$ cat src/rtl/bist_pkg.sv
// rtl/bist_pkg.sv - shared types, LFSR and address helpers for the RAM BIST checker
//
// Contents:
//   bistState_t        FSM state encoding
//   LFSR_POLY          Galois tap mask for x^32 + x^22 + x^2 + x + 1 (right-shifting form)
//   LFSR_DEFAULT_SEED  reset value, also used in place of a zero seed
//   lfsrNext()         one LFSR step
//   bitReverse()       reverse the low 'width' bits of a word
package bist_pkg;

    typedef enum logic [2:0] {
        ST_IDLE,
        ST_WRITE,
        ST_STALL,
        ST_READ,
        ST_WAIT,
        ST_DONE
    } bistState_t;

    localparam logic [31:0] LFSR_POLY         = 32'h8020_0003;
    localparam logic [31:0] LFSR_DEFAULT_SEED = 32'h0000_0001;

    function automatic logic [31:0] lfsrNext(input logic [31:0] cur);
        return cur[0] ? ((cur >> 1) ^ LFSR_POLY) : (cur >> 1);
    endfunction

    // Reverse all 32 bits, then shift the reversed field down so that only
    // the low 'width' bits of the input end up reversed in the low bits.
    function automatic logic [31:0] bitReverse(input logic [31:0] v, input int width);
        logic [31:0] r;
        r = '0;
        for (int i = 0; i < 32; i++) begin
            r[i] = v[31-i];
        end
        return r >> (32 - width);
    endfunction

endpackage

$ cat src/rtl/bist_lfsr.sv
// rtl/bist_lfsr.sv - 32-bit Galois LFSR with load and advance controls
//
// Ports:
//   clk, rst       clock, synchronous active-high reset (value returns to 1)
//   load           load seedIn (takes priority over advance)
//   advance        step the LFSR once
//   seedIn [31:0]  value to load
//   valueOut[31:0] current LFSR state
module bist_lfsr
    import bist_pkg::*;
(
    input  logic        clk,
    input  logic        rst,
    input  logic        load,
    input  logic        advance,
    input  logic [31:0] seedIn,
    output logic [31:0] valueOut
);

    always_ff @(posedge clk) begin
        if (rst) begin
            valueOut <= LFSR_DEFAULT_SEED;
        end else if (load) begin
            valueOut <= seedIn;
        end else if (advance) begin
            valueOut <= lfsrNext(valueOut);
        end
    end

endmodule

$ cat config.mk
export PLATFORM = sky130hd
export DESIGN_NAME = bist_lfsr
export DESIGN_NICKNAME = d
export VERILOG_FILES = /design/src/rtl/bist_pkg.sv /design/src/rtl/bist_lfsr.sv
export SDC_FILE = /design/constraint.sdc
export NUM_CORES = 1
export LEC_CHECK = 0
export CORE_MARGIN = 10
export CORE_UTILIZATION = 44
export CTS_BUF_LIST = sky130_fd_sc_hd__clkbuf_8
export DETAILED_ROUTE_END_ITERATION = 8
export GPL_TIMING_DRIVEN = 0
export PLACE_DENSITY = 0.82
export SLEW_MARGIN = 0
export SYNTH_ARGS = -nofsm -noshare
export SYNTH_HDL_FRONTEND = slang
export SYNTH_SLANG_ARGS = --single-unit
$ cat constraint.sdc
create_clock -name clk -period 1.4 [get_ports clk]
set_clock_uncertainty 0.2 [all_clocks]
set_input_delay 0.28 -clock clk [delete_from_list [all_inputs] [get_ports clk]]
set_output_delay 0.28 -clock clk [all_outputs]
set_load 0.01 [all_outputs]
==> reports/results.ini <==
[run_status]
outcome = completed

[yosys]
synth_top_cell_area_share_pct = 38.2
synth_area_sq_um = 1680
netlist_top_cells_area = dfxtp_1, mux2_4, mux2i_1, nor2_1, buf_12
ys_seq_elements = 32
syn-instance-count = 144
synth_cell_type_count = 18
avgSynthCellArea_sq_um = 11.6
syn_nets = 180
synth_seq_area_share_pct = 38.2
synth_top_cell_by_area = dfxtp_1
yosysWarnings = 0

[min_path]
hp-class = in2reg

[drt]
wl_met1_mm = 1.64
via_per_inst = 4.89
vias = 1302
wl_met2_mm = 2.32
wl_met3_microns = 407
top_layer_used = met4
wl_mm = 4.38
drt_pass1_iterations = 4
remaining_drc_errors = 0
ant_nets = 0
wl_per_cell_microns = 16.5
first_iter_violations = 37

[clocking]
clkLatencyLatePin_ps = 280
cts_root_buffer = clkbuf_8
numClockSinks = 32
cts_buffer_depth = 2
cts_tree = yes
clkTransAtPathRegs_ps = 60
hold_buffers = 0
cts_buffers = 5
htreeDepth = 2

[setup_path]
slowest_stage = dfxtp_1
arrival_ps = 900
path_buf_inv = 1
critPathKind = reg2out
startpoint_type = register
path_max_fanout = 3
crit_family = flip-flops
worst_ep_required_time_ps = 920
end_kind = output pin
critPathMaxStageDelay_ps = 370
path_cells = clkdlybuf4s15_1

[job]
cap_violations = 0

[timing]
relSlewSlack_pct = 84.3
slew_viol_final = 0
rsz0062_at_grt = no
worst_pin_slew_ps = 236
finalSetupViolations = 0
hold_violations = 0
holdWs_ps = 166
fin_crit_sh_pct = 98.7
min_period_ps = 1380
fmax_mhz = 724

[place]
dp_cells = 257
io_buffers = 65
hpwlAfterDp_mm = 3.49
gp_congestion = 0.684
place_area_sq_um = 2390

[floorplanning]
fp-row-count = 22
coreArea_sq_um = 3660
dieArea_sq_um = 6680
die_h_microns = 81.7
die_x_microns = 81.7
io_pins = 68
start_util_pct = 45.8

[pwr]
leakagePower_nw = 1.14
irDropWorstVdd_v = 0.000823
power.density_nw_per_um2 = 914

[finish]
drive_above_1_share_pct = 37.6
top_register = valueOut
final_common_cell = clkdlybuf4s50_1
n_antenna_cell = 0
area_delta_synth_final_pct = 42.7
fin_nets = 254
layout.cells.non_filler = 266
register_area_sq_um = 649
largest_register_ff_count = 32
largestRegisters = valueOut: 32 flops
design_area_sq_um = 2390
multi_input_area_sq_um = 925
n_fill_cell = 291
mostFrequentLayoutCells = clkdlybuf4s50_1, mux2i_1, nor2_1

[grt]
grt.total_usage_pct = 13.6
grt_pass1_vias = 1406
grt-ovfl-total = 0
grt_max_degree = 11
antenna_found_initial = 0
grt_pass1_wl_mm = 7.19

==> through the flow <==
stage                     utilization [%]  power (mW)  worst slack (ps)  setup TNS [ps]
after floorplan                         -        1.34              81.6               0
after global placement               65.2        1.59              -277           -7730
after detailed placement             65.2        1.61              -322           -8880
after CTS                            67.3        2.21              1.13               0
after global routing                 65.3        2.30             0.492               0
final                                65.3        2.18              18.5               0
==> synth_stat cells <==
cell       n
dfxtp_1   32
mux2i_1   29
nor2_1    29
mux2_4    26
buf_12     3
buf_4      3
clkbuf_1   3
mux2_2     3
nand2_1    3
a211o_1    2
a21oi_2    2
nor2_2     2
xnor2_1    2
a2111o_1   1
and3b_1    1
buf_2      1
buf_6      1
nor3_1     1
==> final timing paths <==
path / from / end / slack, ps / cells past startpoint
min reg2reg: valueOut[10] / valueOut[10] / 440 / 3
max reg2reg: valueOut[0] / valueOut[1] / 60 / 4
min: load / valueOut[0] / 170 / 2
max: valueOut[22] / valueOut[22] / 20 / 1
==> kinds of logic (layout without fill, tap and decap cells) <==
family / after synthesis / in the layout / synth area share, %
AOI/OAI and AO/OA: 5 / 5 / 2.76
xor gates and xnor gates: 2 / 2 / 1.05
buffers and inverters: 11 / 85 / 6.57
DFF: 32 / 32 / 38.2
muxes: 58 / 58 / 42.6
and+or+nand+nor: 36 / 36 / 8.74
==> metal layers <==
layer	vias to the layer above	track usage, %
met5	-	0
met4	0	3.06
met3	4	6.66
met2	38	24.2
met1	619	14.2
li1	641	-
==> layout make-up <==
| class | count | area share (%) |
|---|---|---|
| multi-input cells | 101 | 38.7 |
| flip-flops and latches | 32 | 27.2 |
| repair buffers | 67 | 23.7 |
| plain buffers | 11 | 4.76 |
| clock buffers | 5 | 2.88 |
| well taps | 48 | 2.51 |
| clock inverters | 2 | 0.366 |
==> what timing repair did <==
| action | 4_1_cts | 5_1_grt |
|---|---|---|
| pin swaps | 0 | 0 |
| setup endpoints to repair | 51 | 39 |
| endpoints found under the hold margin | 0 | 0 |
| resized for setup | 64 | 35 |
| setup buffers | 0 | 2 |
==> where the power goes <==
| part | switching [mW] | internal (mW) |
|---|---|---|
| sequential | 0.0511 | 0.974 |
| combinational | 0.202 | 0.325 |
| clock | 0.302 | 0.330 |
Power figures use the tool's default switching activity.
